**config.mk**
```make
export PLATFORM = sky130hd
export DESIGN_NAME = uart_wb_stream_bridge
export DESIGN_NICKNAME = d
export VERILOG_FILES = /design/src/rtl/uart_regs_pkg.sv /design/src/rtl/wb_master_port.sv /design/src/rtl/uart_wb_stream_bridge.sv
export SDC_FILE = /design/constraint.sdc
export NUM_CORES = 1
export LEC_CHECK = 0
export CELL_PAD_IN_SITES_DETAIL_PLACEMENT = 0
export CELL_PAD_IN_SITES_GLOBAL_PLACEMENT = 1
export CORE_UTILIZATION = 25
export DETAILED_ROUTE_END_ITERATION = 8
export GPL_ROUTABILITY_DRIVEN = 0
export PLACE_DENSITY_LB_ADDON = 0.1
export SLEW_MARGIN = 15
export SYNTH_ARGS = -nofsm -noshare
export SYNTH_HDL_FRONTEND = slang
export SYNTH_SLANG_ARGS = --single-unit
```
**constraint.sdc**
```tcl
create_clock -name clk -period 2.07 [get_ports clk]
set_input_delay 0.207 -clock clk [delete_from_list [all_inputs] [get_ports clk]]
set_output_delay 0.207 -clock clk [all_outputs]
set_load 0.005 [all_outputs]
```
**src/rtl/uart_regs_pkg.sv**
```systemverilog
// UART register map shared by the stream bridge and the UART wrapper.
// Latency: n/a (constants only).
// Backpressure: n/a.
package uart_regs_pkg;

  localparam logic [31:0] REG_RX_DATA = 32'h0000_0000;
  localparam logic [31:0] REG_TX_DATA = 32'h0000_0004;
  localparam logic [31:0] REG_PR      = 32'h0000_0008;
  localparam logic [31:0] REG_CTRL    = 32'h0000_000C;
  localparam logic [31:0] REG_CFG     = 32'h0000_0010;
  localparam logic [31:0] REG_RX_STAT = 32'h0000_FE00;
  localparam logic [31:0] REG_TX_STAT = 32'h0000_FE10;

  // CTRL value: bit0 en, bit1 tx_en, bit2 rx_en
  localparam logic [31:0] CTRL_EN     = 32'h0000_0007;

endpackage

```
**src/rtl/wb_master_port.sv**
```systemverilog
// Single-outstanding Wishbone classic master port: issues one transaction per start.
// Latency: cyc rises the cycle after start; done/timeout are combinational on the ack/expiry cycle.
// Backpressure: start is only honoured while idle; the owner must wait for done or timeout.
module wb_master_port #(
  parameter int unsigned ACK_TMO = 255
) (
  input  logic        clk,
  input  logic        rst_i,
  input  logic        start,
  input  logic        start_we,
  input  logic [31:0] start_adr,
  input  logic [31:0] start_dat,
  output logic        cyc_o,
  output logic        stb_o,
  output logic        we_o,
  output logic [31:0] adr_o,
  output logic [31:0] dat_o,
  output logic [3:0]  sel_o,
  input  logic        ack_i,
  input  logic [31:0] dat_i,
  output logic        done,
  output logic        timeout,
  output logic [31:0] rdata
);

  localparam logic [7:0] TMO = 8'(ACK_TMO);

  logic [7:0] cnt;

  assign stb_o   = cyc_o;
  assign sel_o   = 4'hF;
  // ack outside a bus cycle is meaningless and must not complete anything
  assign done    = cyc_o & ack_i;
  assign timeout = cyc_o & ~ack_i & (cnt == TMO);
  assign rdata   = dat_i;

  // Launch a transaction, hold it stable, and end it on ack or on wait expiry
  always_ff @(posedge clk or posedge rst_i) begin
    if (rst_i) begin
      cyc_o <= 1'b0;
      we_o  <= 1'b0;
      adr_o <= '0;
      dat_o <= '0;
      cnt   <= '0;
    end else if (cyc_o) begin
      if (done || timeout) begin
        cyc_o <= 1'b0;
      end else begin
        cnt <= cnt + 8'd1;
      end
    end else if (start) begin
      cyc_o <= 1'b1;
      we_o  <= start_we;
      adr_o <= start_adr;
      dat_o <= start_dat;
      cnt   <= '0;
    end
  end

endmodule

```
**src/rtl/uart_wb_stream_bridge.sv**
```systemverilog
// Bridges byte streams to a Wishbone-attached UART: init writes, then alternating RX/TX polling.
// Latency: each byte costs a status read plus a data access (>= 2 cycles each, one idle cycle between).
// Backpressure: RX reads stop while m_valid is held; TX bytes are taken only when the UART FIFO has room.
module uart_wb_stream_bridge
  import uart_regs_pkg::*;
#(
  parameter logic [31:0] BASE       = 32'h0000_0000,
  parameter logic [15:0] PRESCALE   = 16'd0,
  parameter logic [31:0] CFG        = 32'h0000_0008,
  parameter int unsigned FIFO_DEPTH = 16,
  parameter int unsigned ACK_TMO    = 255
) (
  input  logic        clk,
  input  logic        rst_i,
  output logic        cyc_o,
  output logic        stb_o,
  output logic        we_o,
  output logic [31:0] adr_o,
  output logic [31:0] dat_o,
  output logic [3:0]  sel_o,
  input  logic        ack_i,
  input  logic [31:0] dat_i,
  input  logic [7:0]  s_data,
  input  logic        s_valid,
  output logic        s_ready,
  output logic [7:0]  m_data,
  output logic        m_valid,
  input  logic        m_ready,
  output logic        init_done,
  output logic        err
);

  typedef enum logic [2:0] {
    ST_INIT_PR, ST_INIT_CFG, ST_INIT_CTRL, ST_POLL_RX,
    ST_READ_RX, ST_POLL_TX, ST_WRITE_TX, ST_ERROR
  } state_t;

  state_t      state, next_state;
  logic        issued;
  logic        start, start_we;
  logic [31:0] start_adr, start_dat;
  logic        done, timeout;
  logic [31:0] rdata;

  wb_master_port #(.ACK_TMO(ACK_TMO)) u_port (
    .clk(clk), .rst_i(rst_i),
    .start(start), .start_we(start_we), .start_adr(start_adr), .start_dat(start_dat),
    .cyc_o(cyc_o), .stb_o(stb_o), .we_o(we_o), .adr_o(adr_o), .dat_o(dat_o), .sel_o(sel_o),
    .ack_i(ack_i), .dat_i(dat_i),
    .done(done), .timeout(timeout), .rdata(rdata)
  );

  // State register; issued marks that this state's bus transaction is already launched
  always_ff @(posedge clk or posedge rst_i) begin
    if (rst_i) begin
      state  <= ST_INIT_PR;
      issued <= 1'b0;
    end else begin
      state <= next_state;
      if (done || timeout) issued <= 1'b0;
      else if (start)      issued <= 1'b1;
    end
  end

  // Next state and transaction request for the current state
  always_comb begin
    next_state = state;
    start      = 1'b0;
    start_we   = 1'b0;
    start_adr  = BASE;
    start_dat  = '0;
    s_ready    = 1'b0;
    case (state)
      ST_INIT_PR: begin
        start_we  = 1'b1;
        start_adr = BASE + REG_PR;
        start_dat = {16'h0, PRESCALE};
        start     = ~issued;
        if (done) next_state = ST_INIT_CFG;
      end
      ST_INIT_CFG: begin
        start_we  = 1'b1;
        start_adr = BASE + REG_CFG;
        start_dat = CFG;
        start     = ~issued;
        if (done) next_state = ST_INIT_CTRL;
      end
      ST_INIT_CTRL: begin
        start_we  = 1'b1;
        start_adr = BASE + REG_CTRL;
        start_dat = CTRL_EN;
        start     = ~issued;
        if (done) next_state = ST_POLL_RX;
      end
      ST_POLL_RX: begin
        start_adr = BASE + REG_RX_STAT;
        // a held RX byte forfeits this poll slot to TX
        if (!issued && m_valid) next_state = ST_POLL_TX;
        else begin
          start = ~issued;
          if (done) next_state = (rdata[3:0] != 4'd0) ? ST_READ_RX : ST_POLL_TX;
        end
      end
      ST_READ_RX: begin
        start_adr = BASE + REG_RX_DATA;
        start     = ~issued;
        if (done) next_state = ST_POLL_TX;
      end
      ST_POLL_TX: begin
        start_adr = BASE + REG_TX_STAT;
        if (!issued && !s_valid) next_state = ST_POLL_RX;
        else begin
          start = ~issued;
          if (done) next_state = (rdata < 32'(FIFO_DEPTH - 1)) ? ST_WRITE_TX : ST_POLL_RX;
        end
      end
      ST_WRITE_TX: begin
        start_we  = 1'b1;
        start_adr = BASE + REG_TX_DATA;
        start_dat = {24'h0, s_data};
        // the byte is taken in the launch cycle; the port holds it until ack
        if (!issued) begin
          if (s_valid) begin
            s_ready = 1'b1;
            start   = 1'b1;
          end else begin
            next_state = ST_POLL_RX;
          end
        end
        if (done) next_state = ST_POLL_RX;
      end
      ST_ERROR: next_state = ST_ERROR;
      default:  next_state = ST_ERROR;
    endcase
    if (timeout) next_state = ST_ERROR;
  end

  // RX output register, init completion and sticky error flag
  always_ff @(posedge clk or posedge rst_i) begin
    if (rst_i) begin
      m_valid   <= 1'b0;
      m_data    <= '0;
      init_done <= 1'b0;
      err       <= 1'b0;
    end else begin
      if (state == ST_READ_RX && done) begin
        m_valid <= 1'b1;
        m_data  <= rdata[7:0];
      end else if (m_valid && m_ready) begin
        m_valid <= 1'b0;
      end
      if (state == ST_INIT_CTRL && done) init_done <= 1'b1;
      if (timeout) err <= 1'b1;
    end
  end

endmodule

```
* Word-level counts from Yosys, hierarchy flattened
Cells that the tools add are included.
** Word-level totals
- Bits in registers :: 89
- Word-level logic and storage cells :: 88
- Bits of input ports :: 45
- Output and inout bits :: 83
** Operators by class
- Add/sub/neg operators :: 1
- Mux-type cells :: 34
- Reductions and logical operators :: 18
- Bitwise gates (word level) :: 6
- Order comparisons :: 1
- Equality and inequality tests :: 17
** Operators by type and width (count)
- $pmux W16 S6 :: 1
- $mux W3 :: 13
- $lt A32 B4 Y1 const B :: 1
- $mux W8 :: 3
- $pmux W3 S8 :: 1
- $pmux W8 S3 :: 1
- $ne A4 B3 Y1 const B :: 4
- $mux W1 :: 14
- $eq A3 B3 Y1 const B :: 4
- $ne A3 B2 Y1 const B :: 4
- $add A8 B1 Y8 const B :: 1
- $eq A8 B8 Y1 const B :: 1
- $reduce_and A8 Y1 :: 1
- $reduce_or A4 Y1 :: 2
- $eq A3 B2 Y1 const B :: 2
- $reduce_bool A2 Y1 :: 3
- $logic_and A1 B1 Y1 :: 5
- $pmux W1 S4 :: 1
- $reduce_and A2 Y1 :: 2
- $reduce_bool A4 Y1 :: 1
- $and A1 B1 Y1 :: 3
- $eq A3 B1 Y1 const B :: 1
- $logic_not A3 Y1 :: 1
- $not A1 Y1 :: 3
- 3 further kinds :: 4

* Logic depth before layout (Yosys ltp)
- Depth after elaboration :: 6
- Gate-level depth with buffers :: 7
- Mapped depth without buffers :: 6

* By module
From an unflattened synthesis, not the netlist that was laid out.
** Unflattened totals
- Cells, all modules :: 465
- Area total of the unflattened synthesis :: 4197.8 µm²
** By module, submodules not included
- wb_master_port :: cells an instance 372, times used 1, area an instance 3304.4 µm²
- uart_wb_stream_bridge :: cells an instance 93, times used 1, area an instance 893.4 µm²

* Worst setup path before layout
Ideal clock, no wire load.
- Path type :: register to register
- From :: reg state[0]
- To :: reg u_port.cnt[4]
- Required time :: 1.944 ns
- Setup time :: 0.126 ns
- Arrival time :: 1.830 ns
- Setup slack :: 0.114 ns
- Cell stages (with the launch flop) :: 7
- Buffers on the path :: 2
- Cell sequence :: dfrtp_1 > maj3_2 > a2111o_1 > buf_6 > and2_4 > buf_6 > a221o_1
** Between the ends
- Cells in the longest elaborated chain, start to end :: 5
- Elaborated cells between the ends (all ways) :: 11
- Classes of those cells :: eq/ne (6); mux (1); reduce/logical (4)
** Ends and longest elaborated chain
- start: declaration :: line uart_wb_stream_bridge.sv:38 : state_t state, next_state;
- start signal: assignment :: line uart_wb_stream_bridge.sv:59 : state <= next_state;
- $eq A3 B3 Y1, or another cell as far along :: line uart_wb_stream_bridge.sv:73 : case (state)
- $reduce_or A4 Y1 (no source line)
- $pmux W1 S4 (*) :: line uart_wb_stream_bridge.sv:73
- $reduce_bool A2 Y1 (no source line) (*)
- $reduce_and A2 Y1 (no source line) (*)
- end signal: assignment :: line wb_master_port.sv:49 : cnt <= cnt + 8'd1;
- end: declaration :: line wb_master_port.sv:28 : logic [7:0] cnt;
Every way passes the cells marked *; elsewhere a longest branch is shown, timed or not.
A chain may end at the register's enable or synchronous reset.

* Worst setup path in the final report
- From :: reg state[0]
- To :: out s_ready
** Between the ends
- Cells in the longest elaborated chain, start to end :: 2
** Ends and longest elaborated chain
- $eq A3 B3 Y1 :: line uart_wb_stream_bridge.sv:73
- $mux W1 :: line uart_wb_stream_bridge.sv:73
- end: declaration :: line uart_wb_stream_bridge.sv:25 : output logic s_ready,
Every way passes these cells.

==> impl_metrics.toml <==
[status]
status = "complete, no violations"

[flow_run]
drv_cap = 0

[pwr]
power_density_nw_per_um2 = 677.2
total_power_mw = 2.094
leakage_nw = 1.431
ir_drop_uv = 235.8

[global_routing]
grt_overflow = 0
use_met3_pct = 3.251
met2_usage_pct = 17.77
grt_pass1_vias = 1739
grt_max_degree = 38
grt_util_all_layers_pct = 11.50
busiest_layer = "met2"
grt_pass1_wl_microns = 8680
antenna_found_initial = 0
gr-usage-met1_pct = 15.57

[worst_setup_path]
cp-start-kind = "register"
worst_ep_arrival_time_ns = 1.75
reg2reg_slack_ns = 0.24
crit_type = "reg2out"
worstPathMaxFanout = 13
endpoint_kind = "primary output"
crit_required_ns = 1.86

[cts]
clk_latency_ns = 0.29
cts_buffers = 5
cts_tree = "yes"
path_clk_slew_ns = 0.08
htreeDepth = 2
cts_max_path_buffers = 2
cts.sinks = 37
cts_root_buf = "clkbuf_8"

[floorplan]
coreArea_sq_um = 8721
fp-row-count = 34
io_pins = 128
die_area_sq_um = 9407
die_h_microns = 96.99
die_w_microns = 96.99
initial_core_util_pct = 25.87

[finish]
area_growth_pct = 37.10
final_util_pct = 35.47
final_common_cell = "clkdlybuf4s50_1"
layout-drive-gt1-share_pct = 11.93
fin_nets = 373
diodes = 0
multi_input_area_sq_um = 1021
register_area_sq_um = 925.9
stdcell_area_sq_um = 3093
final_cell_mix = "clkdlybuf4s50_1, conb_1, dfrtp_1, nand2_1, buf_4"
fill_cells = 900

[timing]
setup_viol = 0
final_max_slew_viol_count = 0
period_share_pct = 94.58
fmax_mhz = 510.8
fin_setup_tns_ns = 0
period_needed_ns = 1.958
finalHoldViolCount = 0
rsz0062_at_grt = "false"
relSlewSlack_pct = 66.53
tightest_slew_ns = 0.5021
fin_skew_ns = 0.01020

[routing]
drc = 0
vias_per_cell = 4.115
antenna_left = 0
dr.pass1.iters = 4
vias = 1790
avgRoutedWirePerCell_microns = 12.13
initialDrtViolationCount = 78
finalWirelength_microns = 5275

[synth]
synth_area_sq_um = 2256
syn_inst = 243
synth_warnings = 0
synth_cell_types = 41
synth_edf_count = 0
async_flop_share_pct = 100.0
synth.avg_cell_area_sq_um = 9.284
seq_area_frac_synth_pct = 41.04
synth_ff_type = "dfrtp_1"
ys_ff_latch = 37

[min_path]
min_path_type = "in2async"

[placement]
placed_cell_area_sq_um = 2997
place_hpwl_microns = 4086
portBuffers = 77
## routing by layer
metal  vias to the layer above  part of all wire (%)  wire [microns]
met2                        74                    45            2386
met1                       814                    48            2508
met4                         0                  0.68              36
li1                        900                     -               -
met3                         2                   6.5             344
met5                         -                     0               0
## synthesized netlist by cell type (3+ instances only)
library cell	instances	area, sq um
and3_1	5	31.28
clkbuf_1	6	22.52
nand3_1	5	25.02
nor4_1	8	50.05
nor2b_1	3	18.77
o21ai_0	13	65.06
a211o_1	3	26.28
nand2_1	26	97.59
nor2_1	10	37.54
o31ai_1	5	37.54
buf_4	57	427.9
inv_1	6	22.52
mux2_2	8	90.09
nor3b_1	3	22.52
nand4_1	3	18.77
nand2b_1	4	25.02
or2_2	3	18.77
nor3_1	4	20.02
dfrtp_1	37	925.9
a21oi_1	7	35.03
## critical path, stage by stage (launching register included)
cell and delay, ns:
dfrtp_1 0.40, buf_4 0.19, nor4_2 0.32, clkdlybuf4s50_1 0.55
## flip-flops by register name (all words and copies together), names as in the netlist
name	count
m_data	8
u_port.cnt	8
u_port.dat_o	8
u_port.adr_o	4
state	3
err	1
init_done	1
issued	1
m_valid	1
u_port.cyc_o	1
u_port.we_o	1
## per-stage QoR
stage | hold slack [ns] | instances | worst slack, ns
floorplan | 0.3430 | 291 | 0.1139
global placement | 0.4529 | 428 | -0.09732
detailed placement | 0.4555 | 428 | -0.1150
CTS | 0.3682 | 435 | 0.01705
global route | 0.4279 | 435 | 0.05231
finish | 0.3362 | 435 | 0.1122
## cells by family (layout without fill, tap and decap cells)
family	count (synthesis)	count (layout)	synth area share (%)
xor gates and xnor gates	2	2	0.7766
and+or+nand+nor	83	83	19.52
muxes	8	8	3.994
buffers and inverters	71	107	21.96
AOI/OAI and AO/OA	37	37	10.87
adders and majority gates	3	3	1.497
other	2	50	0.3329
DFF	37	37	41.04
## cell type report
type | instances | area share, %
Multi-Input combinational cell | 183 | 33.01
Sequential cell | 37 | 29.94
Timing Repair Buffer | 94 | 29.05
Tap cell | 108 | 4.369
Clock buffer | 6 | 2.670
Inverter | 6 | 0.7282
Clock inverter | 1 | 0.2427
## power breakdown
group / total, mW / internal (mW) / switching (mW)
Sequential: 0.915 / 0.832 / 0.0830
Combinational: 0.650 / 0.385 / 0.265
Clock: 0.530 / 0.264 / 0.266
## path summary, 6_finish.rpt
path,from,end,cells after the start
min reg2reg,u_port.dat_o[2]$_DFFE_PP0P_,u_port.dat_o[2]$_DFFE_PP0P_,2
max reg2reg,state[1]$_DFFE_PP0P_,u_port.cnt[5]$_DFFE_PP0P_,4
max,state[0]$_DFFE_PP0P_,s_ready,3
max in group asynchronous,rst_i,u_port.cnt[6]$_DFFE_PP0P_,3
min,rst_i,u_port.we_o$_DFFE_PP0P_,3
min in group clk,s_data[7],u_port.dat_o[7]$_DFFE_PP0P_,3
## repair_timing
| action | CTS | global route |
|---|---|---|
| hold buffers | 0 | 0 |
| buffers inserted | 0 | 0 |
| endpoints found under the setup margin | 0 | 1 |
| gates resized for setup | 0 | 1 |
Power figures use the tool's default switching activity.
